`src/rtl/ysyx_24090012_sram_arbiter.sv`:
```
// ysyx_24090012_sram_arbiter: round-robin arbiter sharing one SRAM valid/ready port
// between IFU and LSU, with a per-transaction watchdog.
module ysyx_24090012_sram_arbiter #(
    parameter int TIMEOUT = 255
) (
    input  logic        clk,
    input  logic        rst,
    input  logic        i_ifu_valid,
    input  logic [31:0] i_ifu_addr,
    output logic        o_ifu_ready,
    output logic [31:0] o_ifu_rdata,
    input  logic        i_lsu_valid,
    input  logic [31:0] i_lsu_addr,
    input  logic [31:0] i_lsu_wdata,
    input  logic [3:0]  i_lsu_wmask,
    input  logic        i_lsu_wen,
    output logic        o_lsu_ready,
    output logic [31:0] o_lsu_rdata,
    output logic        o_sram_valid,
    output logic [31:0] o_sram_addr,
    output logic [31:0] o_sram_wdata,
    output logic [3:0]  o_sram_wmask,
    output logic        o_sram_wen,
    input  logic        i_sram_ready,
    input  logic [31:0] i_sram_rdata,
    output logic        o_busy,
    output logic        o_timeout
);
    localparam int W = (TIMEOUT > 0) ? $clog2(TIMEOUT + 1) : 1;
    localparam logic [W-1:0] LAST = W'((TIMEOUT > 0) ? TIMEOUT - 1 : 0);
    typedef enum logic [1:0] {IDLE, GNT_IFU, GNT_LSU} state_t;
    state_t         r_state;
    logic           r_last;
    logic [W-1:0]   r_cnt;
    logic           w_ifu, w_lsu, w_expire, w_fin, w_done;
    always_comb begin
        w_ifu        = r_state == GNT_IFU;
        w_lsu        = r_state == GNT_LSU;
        w_expire     = (TIMEOUT > 0) && (r_cnt == LAST) && !i_sram_ready;
        w_fin        = (w_ifu || w_lsu) && (i_sram_ready || w_expire);
        // a reset landing mid-grant must swallow the response strobe
        w_done       = w_fin && !rst;
        o_busy       = w_ifu || w_lsu;
        o_sram_valid = w_ifu || w_lsu;
        o_sram_addr  = w_ifu ? i_ifu_addr : (w_lsu ? i_lsu_addr : '0);
        o_sram_wdata = w_lsu ? i_lsu_wdata : '0;
        o_sram_wmask = w_lsu ? i_lsu_wmask : '0;
        o_sram_wen   = w_lsu && i_lsu_wen;
        o_ifu_ready  = w_ifu && w_done;
        o_lsu_ready  = w_lsu && w_done;
        o_ifu_rdata  = (o_ifu_ready && i_sram_ready) ? i_sram_rdata : '0;
        o_lsu_rdata  = (o_lsu_ready && i_sram_ready) ? i_sram_rdata : '0;
        o_timeout    = w_done && w_expire;
    end
    always_ff @(posedge clk) begin
        if (rst) begin
            r_state <= IDLE;
            r_last  <= 1'b1;
            r_cnt   <= '0;
        end else if (r_state == IDLE) begin
            if (i_ifu_valid && (!i_lsu_valid || r_last)) begin
                r_state <= GNT_IFU;
                r_last  <= 1'b0;
                r_cnt   <= '0;
            end else if (i_lsu_valid) begin
                r_state <= GNT_LSU;
                r_last  <= 1'b1;
                r_cnt   <= '0;
            end
        end else if (w_fin) begin
            r_state <= IDLE;
        end else begin
            r_cnt <= r_cnt + W'(1);
        end
    end
endmodule

```
`config.mk`:
```
export PLATFORM = sky130hd
export DESIGN_NAME = ysyx_24090012_sram_arbiter
export DESIGN_NICKNAME = d
export VERILOG_FILES = /design/src/rtl/ysyx_24090012_sram_arbiter.sv
export SDC_FILE = /design/constraint.sdc
export NUM_CORES = 1
export LEC_CHECK = 0
export CORE_AREA = 5 5 104 106
export DETAILED_ROUTE_END_ITERATION = 12
export DIE_AREA = 0 0 109 111
export GPL_TIMING_DRIVEN = 1
export HOLD_SLACK_MARGIN = 0.08
export PLACE_DENSITY_LB_ADDON = 0.15
export SYNTH_ARGS = -nofsm -noshare
export SYNTH_HDL_FRONTEND = slang
export SYNTH_SLANG_ARGS = --single-unit
```
`constraint.sdc`:
```
create_clock -name clk -period 3.59 [get_ports clk]
set_input_delay 0.5385 -clock clk [delete_from_list [all_inputs] [get_ports clk]]
set_output_delay 0.5385 -clock clk [all_outputs]
set_load 0.05 [all_outputs]
```
==> impl_metrics.xml, run 1 <==
<?xml version="1.0" encoding="UTF-8"?>
<metrics>
  <group name="timing">
    <metric name="hold_ws" unit="ns">0.522</metric>
    <metric name="final_period_demand_of_the_worst_path" unit="ns">3.07</metric>
    <metric name="setup_violations" unit="">0</metric>
    <metric name="period_share" unit="%">85.6</metric>
    <metric name="worstMarginPinSlew" unit="ns">0.624</metric>
    <metric name="max_clock_freq" unit="MHz">326</metric>
    <metric name="report.final.slew_viol_count" unit="">0</metric>
    <metric name="setup_tns" unit="ns">0</metric>
    <metric name="clock-skew-final" unit="ns">0.000510</metric>
    <metric name="relSlewSlack" unit="%">58.1</metric>
    <metric name="final-hold-violation-count" unit="">0</metric>
    <metric name="rsz_0062_raised_after_global_routing" unit="">false</metric>
  </group>
  <group name="clock_network">
    <metric name="cts_buffers" unit="">3</metric>
    <metric name="post-cts-setup-buffer-count" unit="">0</metric>
    <metric name="ctsLongestPathBuffers" unit="">2</metric>
    <metric name="cts_repair_resize_count" unit="">0</metric>
    <metric name="cts_tree" unit="">yes</metric>
    <metric name="cts.htree.levels" unit="">1</metric>
    <metric name="clock_insertion_delay_at_the_later_pin_of_the_skew_report" unit="ns">0.24</metric>
    <metric name="cts_sinks" unit="">11</metric>
    <metric name="cts-root-buf" unit="">sky130_fd_sc_hd__clkbuf_8</metric>
    <metric name="cts.reportedPaths.clkPinSlew" unit="ns">0.05</metric>
    <metric name="post_cts_hold_buffer_count" unit="">0</metric>
  </group>
  <group name="global_routing">
    <metric name="grt_start_max_net_pins" unit="">38</metric>
    <metric name="first_global_vias" unit="">2951</metric>
    <metric name="groute.usage.overall" unit="%">18.5</metric>
    <metric name="initial_antenna_violation_count" unit="">0</metric>
    <metric name="global_route.overflow_total" unit="">0</metric>
    <metric name="wire_length_of_the_first_global_routing_pass" unit="µm">17400</metric>
  </group>
  <group name="synthesis">
    <metric name="synth-seq-area-share" unit="%">13.0</metric>
    <metric name="syn_avg_cell_area" unit="µm²">7.09</metric>
    <metric name="syn_nets" unit="">382</metric>
    <metric name="yosys.cell_types.count" unit="">36</metric>
    <metric name="synth_enable_flop_cells" unit="">0</metric>
    <metric name="postSynthCellCount" unit="">239</metric>
    <metric name="synth_async_sr_flop_share" unit="%">0</metric>
    <metric name="synth_ff_type" unit="">sky130_fd_sc_hd__dfxtp_1</metric>
    <metric name="synth.cell_area" unit="µm²">1690</metric>
    <metric name="ys_ff_latch" unit="">11</metric>
    <metric name="synthesis.yosys.warnings" unit="">0</metric>
  </group>
  <group name="final_layout">
    <metric name="finalNetCount" unit="">648</metric>
    <metric name="syn2layout_area_growth" unit="%">207</metric>
    <metric name="antennaDiodeCount" unit="">0</metric>
    <metric name="layout.cells.most_common" unit="">sky130_fd_sc_hd__clkdlybuf4s50_1</metric>
    <metric name="sequential_cell_area" unit="µm²">220</metric>
    <metric name="post-route-cell-area" unit="µm²">5200</metric>
    <metric name="multi_input_gate_area_in_the_final_layout" unit="µm²">1370</metric>
    <metric name="post_route_cells_drive_above_1_share" unit="%">21.4</metric>
    <metric name="nFillCells" unit="">882</metric>
    <metric name="layout.cells.non_filler" unit="">637</metric>
    <metric name="layout_common_cells" unit="">sky130_fd_sc_hd__clkdlybuf4s50_1, sky130_fd_sc_hd__and2_1, sky130_fd_sc_hd__buf_12</metric>
  </group>
  <group name="power">
    <metric name="finalPower" unit="mW">1.02</metric>
    <metric name="pwr_density_cell" unit="nW/µm²">197</metric>
    <metric name="power.leakage" unit="nW">2.09</metric>
    <metric name="vdd.ir_drop.worst" unit="mV">0.116</metric>
  </group>
  <group name="run_status">
    <metric name="outcome" unit="">finished clean</metric>
  </group>
  <group name="critical_path">
    <metric name="startpoint_type" unit="">flop</metric>
    <metric name="critical_path_peak_fanout" unit="">6</metric>
    <metric name="worst_ep_required_time" unit="ns">3.05</metric>
    <metric name="timing.critical_path.slowest_stage_cell" unit="">sky130_fd_sc_hd__clkdlybuf4s50_1</metric>
    <metric name="critical_path.cell_chain" unit="">inv_1 -&gt; ha_1 -&gt; nand4_1 -&gt; o21a_1 -&gt; nor2_1 -&gt; clkdlybuf4s50_1</metric>
    <metric name="cpPeakStageDelay" unit="ns">0.85</metric>
    <metric name="critical_path_arrival" unit="ns">2.53</metric>
    <metric name="critPathTopFamily" unit="">buffers and inverters</metric>
    <metric name="cp_num_buf_inv" unit="">2</metric>
    <metric name="end_kind" unit="">output port</metric>
    <metric name="worst-setup-path-type" unit="">flop to output port</metric>
  </group>
  <group name="placed_design">
    <metric name="post-place-cells" unit="">633</metric>
    <metric name="gp_congestion" unit="">0.784</metric>
    <metric name="placed_cell_area" unit="µm²">5160</metric>
    <metric name="portBuffers" unit="">275</metric>
    <metric name="place.detailed.hpwl" unit="µm">10600</metric>
  </group>
  <group name="floorplanning">
    <metric name="die_w" unit="µm">109</metric>
    <metric name="fp.dieArea" unit="µm²">12100</metric>
    <metric name="die_height" unit="µm">111</metric>
    <metric name="start_util" unit="%">17.5</metric>
    <metric name="floorplan.core_area" unit="µm²">9680</metric>
    <metric name="std_cell_rows" unit="">36</metric>
    <metric name="boundaryPins" unit="">276</metric>
  </group>
  <group name="drt">
    <metric name="route.detailed.wl_per_inst" unit="µm">18.6</metric>
    <metric name="vias_per_cell" unit="">4.36</metric>
    <metric name="iter_0_drt_violations" unit="">109</metric>
    <metric name="route.final.wire_length" unit="µm">11900</metric>
    <metric name="remaining_drc_errors" unit="">0</metric>
    <metric name="firstDrtPassIters" unit="">4</metric>
    <metric name="vias" unit="">2777</metric>
    <metric name="drtAntennaViolNets" unit="">0</metric>
  </group>
  <group name="run">
    <metric name="maxCapViolations" unit="">0</metric>
  </group>
  <group name="worst_hold_path">
    <metric name="hold_path.class" unit="">flop to flop</metric>
  </group>
</metrics>
-- cell type report --
class,count,share of cell area [%]
flip-flops and latches,11,4.23
well taps,133,3.20
multi-input cells,203,26.4
inverters,4,0.289
repair buffers,282,65.0
clock buffers,4,0.866
-- through the flow --
| stage | utilization [%] | setup slack [ns] |
|---|---|---|
| floorplan | - | 0.262 |
| global placement | 53.2 | 0.696 |
| detailed placement | 53.2 | 0.628 |
| CTS | 53.7 | 0.493 |
| global route | 53.7 | 0.319 |
| finish | 53.7 | 0.518 |
-- tightest hold or removal path, stage by stage, from the launching register on --
cell and delay [ns]:
sky130_fd_sc_hd__dfxtp_1 0.32, sky130_fd_sc_hd__o211ai_1 0.08, sky130_fd_sc_hd__a21oi_1 0.07
-- cell usage after synthesis (2+ instances only) --
master                     number  area share [%]
sky130_fd_sc_hd__buf_2          4             1.2
sky130_fd_sc_hd__or3_1          3             1.1
sky130_fd_sc_hd__mux2i_1        2             1.2
sky130_fd_sc_hd__ha_1           5             3.7
sky130_fd_sc_hd__clkbuf_1      16             3.5
sky130_fd_sc_hd__nand2_1        5             1.1
sky130_fd_sc_hd__dfxtp_1       11              13
sky130_fd_sc_hd__nand3_1        7             2.1
sky130_fd_sc_hd__o21a_1         2            0.89
sky130_fd_sc_hd__o21ai_0        3            0.89
sky130_fd_sc_hd__a21oi_1        7             2.1
sky130_fd_sc_hd__o211ai_1       2            0.89
sky130_fd_sc_hd__a22o_1        32              17
sky130_fd_sc_hd__nor2_1        11             2.4
sky130_fd_sc_hd__o21ai_1        2            0.59
sky130_fd_sc_hd__and2_1       101              37
sky130_fd_sc_hd__nand2b_1       4             1.5
sky130_fd_sc_hd__inv_1          4            0.89
-- where the power goes --
group	total [mW]	switching (mW)	internal (mW)
sequential	0.133	0.00480	0.128
combinational	0.763	0.439	0.324
clock	0.127	0.0484	0.0781
-- registers in the layout, summed over array words and instances, names as in the netlist --
signal,cells
r_cnt,8
r_state,2
r_last,1
-- metal layers --
layer	global-route usage [%]	vias to the layer above	routed length, µm
li1	-	1351	-
met1	17.9	1234	3890
met2	32.6	176	5730
met3	11.4	16	1940
met5	0	-	0
met4	4.71	0	308
-- cell families after synthesis --
logic type               share of synthesized area [%]
adder cells (fa/ha/maj)                           3.69
AO/OA/AOI/OAI                                     25.6
flip-flops                                        13.0
AND/OR/NAND/NOR                                   49.3
multiplexers                                      1.85
XOR/XNOR                                         0.517
buffers and inverters                             6.06
-- worst paths after layout --
path / startpoint / to / slack (ns) / depth (start not counted)
setup / recovery: r_state[1] / o_lsu_ready / 0.52 / 6
hold / removal: r_state[1] / r_state[1] / 0.52 / 2
setup reg to reg: r_state[1] / r_cnt[1] / 1.64 / 6
hold reg to reg: r_state[1] / r_state[1] / 0.52 / 2
Note: power is estimated with default switching activity, not from simulation.
==> run 2, diff against run 1 <==
--- a/config.mk
+++ b/config.mk
@@ -5,12 +5,14 @@
 export SDC_FILE = /design/constraint.sdc
 export NUM_CORES = 1
 export LEC_CHECK = 0
+export CAP_MARGIN = 20
 export CORE_AREA = 5 5 104 106
 export DETAILED_ROUTE_END_ITERATION = 12
 export DIE_AREA = 0 0 109 111
 export GPL_TIMING_DRIVEN = 1
 export HOLD_SLACK_MARGIN = 0.08
 export PLACE_DENSITY_LB_ADDON = 0.15
+export RECOVER_POWER = 100
 export SYNTH_ARGS = -nofsm -noshare
 export SYNTH_HDL_FRONTEND = slang
 export SYNTH_SLANG_ARGS = --single-unit
==> impl_metrics.xml, run 2 (same netlist as run 1, synthesis figures left out) <==
<?xml version="1.0" encoding="UTF-8"?>
<metrics>
  <group name="final_layout">
    <metric name="top_register" unit="">r_cnt</metric>
    <metric name="largest_register_ffs" unit="">8</metric>
    <metric name="nFillCells" unit="">904</metric>
    <metric name="layout.cells.non_filler" unit="">637</metric>
    <metric name="multi_input_gate_area_in_the_final_layout" unit="µm²">1360</metric>
    <metric name="sequential_cell_area" unit="µm²">220</metric>
    <metric name="top_regs" unit="">r_cnt: 8 flops, r_state: 2 flops, r_last: 1 flops</metric>
    <metric name="post-route-cell-area" unit="µm²">5120</metric>
    <metric name="antennaDiodeCount" unit="">0</metric>
    <metric name="layout.cells.most_common" unit="">sky130_fd_sc_hd__clkdlybuf4s50_1</metric>
    <metric name="syn2layout_area_growth" unit="%">202</metric>
    <metric name="post_route_cells_drive_above_1_share" unit="%">20.6</metric>
    <metric name="finalNetCount" unit="">648</metric>
    <metric name="layout_common_cells" unit="">sky130_fd_sc_hd__clkdlybuf4s50_1, sky130_fd_sc_hd__buf_12, sky130_fd_sc_hd__and2_0</metric>
  </group>
  <group name="global_routing">
    <metric name="groute.usage.overall" unit="%">18.5</metric>
    <metric name="wire_length_of_the_first_global_routing_pass" unit="µm">17400</metric>
    <metric name="initial_antenna_violation_count" unit="">0</metric>
    <metric name="global_route.overflow_total" unit="">0</metric>
    <metric name="first_global_vias" unit="">2951</metric>
    <metric name="grt_start_max_net_pins" unit="">38</metric>
  </group>
  <group name="timing">
    <metric name="final-hold-violation-count" unit="">0</metric>
    <metric name="clock-skew-final" unit="ns">0.00101</metric>
    <metric name="setup_tns" unit="ns">0</metric>
    <metric name="max_clock_freq" unit="MHz">305</metric>
    <metric name="rsz_0062_raised_after_global_routing" unit="">false</metric>
    <metric name="hold_ws" unit="ns">0.521</metric>
    <metric name="relSlewSlack" unit="%">32.9</metric>
    <metric name="period_share" unit="%">91.4</metric>
    <metric name="setup_violations" unit="">0</metric>
    <metric name="report.final.slew_viol_count" unit="">0</metric>
    <metric name="worstMarginPinSlew" unit="ns">0.996</metric>
    <metric name="final_period_demand_of_the_worst_path" unit="ns">3.28</metric>
  </group>
  <group name="critical_path">
    <metric name="critical_path_peak_fanout" unit="">11</metric>
    <metric name="worst-setup-path-type" unit="">flop to output port</metric>
    <metric name="worst_ep_required_time" unit="ns">3.05</metric>
    <metric name="end_kind" unit="">output port</metric>
    <metric name="critical_path_arrival" unit="ns">2.74</metric>
    <metric name="startpoint_type" unit="">flop</metric>
  </group>
  <group name="run_status">
    <metric name="outcome" unit="">finished clean</metric>
  </group>
  <group name="clock_network">
    <metric name="cts_tree" unit="">yes</metric>
    <metric name="clock_insertion_delay_at_the_later_pin_of_the_skew_report" unit="ns">0.24</metric>
    <metric name="cts_repair_resize_count" unit="">0</metric>
    <metric name="cts.htree.levels" unit="">1</metric>
    <metric name="cts_buffers" unit="">3</metric>
    <metric name="post_cts_hold_buffer_count" unit="">0</metric>
    <metric name="cts_sinks" unit="">11</metric>
    <metric name="cts-root-buf" unit="">sky130_fd_sc_hd__clkbuf_8</metric>
    <metric name="ctsLongestPathBuffers" unit="">2</metric>
    <metric name="post-cts-setup-buffer-count" unit="">0</metric>
    <metric name="cts.reportedPaths.clkPinSlew" unit="ns">0.05</metric>
  </group>
  <group name="drt">
    <metric name="firstDrtPassIters" unit="">4</metric>
    <metric name="vias_per_cell" unit="">4.37</metric>
    <metric name="drtAntennaViolNets" unit="">0</metric>
    <metric name="route.final.wire_length" unit="µm">11800</metric>
    <metric name="remaining_drc_errors" unit="">0</metric>
    <metric name="vias" unit="">2784</metric>
    <metric name="iter_0_drt_violations" unit="">85</metric>
    <metric name="route.detailed.wl_per_inst" unit="µm">18.6</metric>
  </group>
  <group name="worst_hold_path">
    <metric name="hold_path.class" unit="">flop to flop</metric>
  </group>
  <group name="floorplanning">
    <metric name="die_height" unit="µm">111</metric>
    <metric name="floorplan.core_area" unit="µm²">9680</metric>
    <metric name="fp.dieArea" unit="µm²">12100</metric>
    <metric name="die_w" unit="µm">109</metric>
    <metric name="std_cell_rows" unit="">36</metric>
    <metric name="boundaryPins" unit="">276</metric>
    <metric name="start_util" unit="%">17.5</metric>
  </group>
  <group name="power">
    <metric name="vdd.ir_drop.worst" unit="mV">0.116</metric>
    <metric name="pwr_density_cell" unit="nW/µm²">192</metric>
    <metric name="finalPower" unit="mW">0.984</metric>
    <metric name="power.leakage" unit="nW">2.14</metric>
  </group>
  <group name="run">
    <metric name="maxCapViolations" unit="">0</metric>
  </group>
  <group name="placed_design">
    <metric name="post-place-cells" unit="">633</metric>
    <metric name="placed_cell_area" unit="µm²">5160</metric>
    <metric name="place.detailed.hpwl" unit="µm">10600</metric>
    <metric name="gp_congestion" unit="">0.784</metric>
    <metric name="portBuffers" unit="">275</metric>
  </group>
</metrics>
run 2: per-layer routing:
metal	up-vias	track usage [%]	part of all wire, %
met4	0	4.71	2.6
met3	16	11.4	16
met5	-	0	0
met2	179	32.6	49
li1	1348	-	-
met1	1241	17.9	32
run 2: cell type report:
type	instances	area share (%)
timing repair buffer	282	64.7
multi-input combinational	203	26.6
sequential	11	4.30
tap	133	3.25
clock buffer	4	0.880
inverter	4	0.293
run 2: critical path, cell delays in order, from the launching register on:
cell and delay, ns:
sky130_fd_sc_hd__dfxtp_1 0.35, sky130_fd_sc_hd__inv_1 0.07, sky130_fd_sc_hd__ha_1 0.39, sky130_fd_sc_hd__nor2b_1 0.59, sky130_fd_sc_hd__a22o_1 0.21, sky130_fd_sc_hd__dlygate4sd3_1 0.89
run 2: where the power goes:
part	internal [mW]	total [mW]	switching [mW]
logic	0.289	0.724	0.435
clock network	0.0782	0.127	0.0491
registers	0.128	0.133	0.00494
total	0.495	0.984	0.489
run 2: final timing paths:
check / start / end / slack (ns) / cells past startpoint
min: r_state[1] / r_state[1] / 0.52 / 2
max: r_state[1] / o_sram_addr[1] / 0.31 / 5
min reg2reg: r_state[1] / r_state[1] / 0.52 / 2
max reg2reg: r_state[1] / r_cnt[1] / 1.27 / 6
run 2: through the flow:
step	setup slack, ns	utilization (%)
2_1_floorplan	0.262	-
3_3_place_gp	0.696	53.2
3_5_place_dp	0.628	53.2
4_1_cts	0.493	53.7
5_1_grt	0.172	52.9
6_report	0.308	52.9
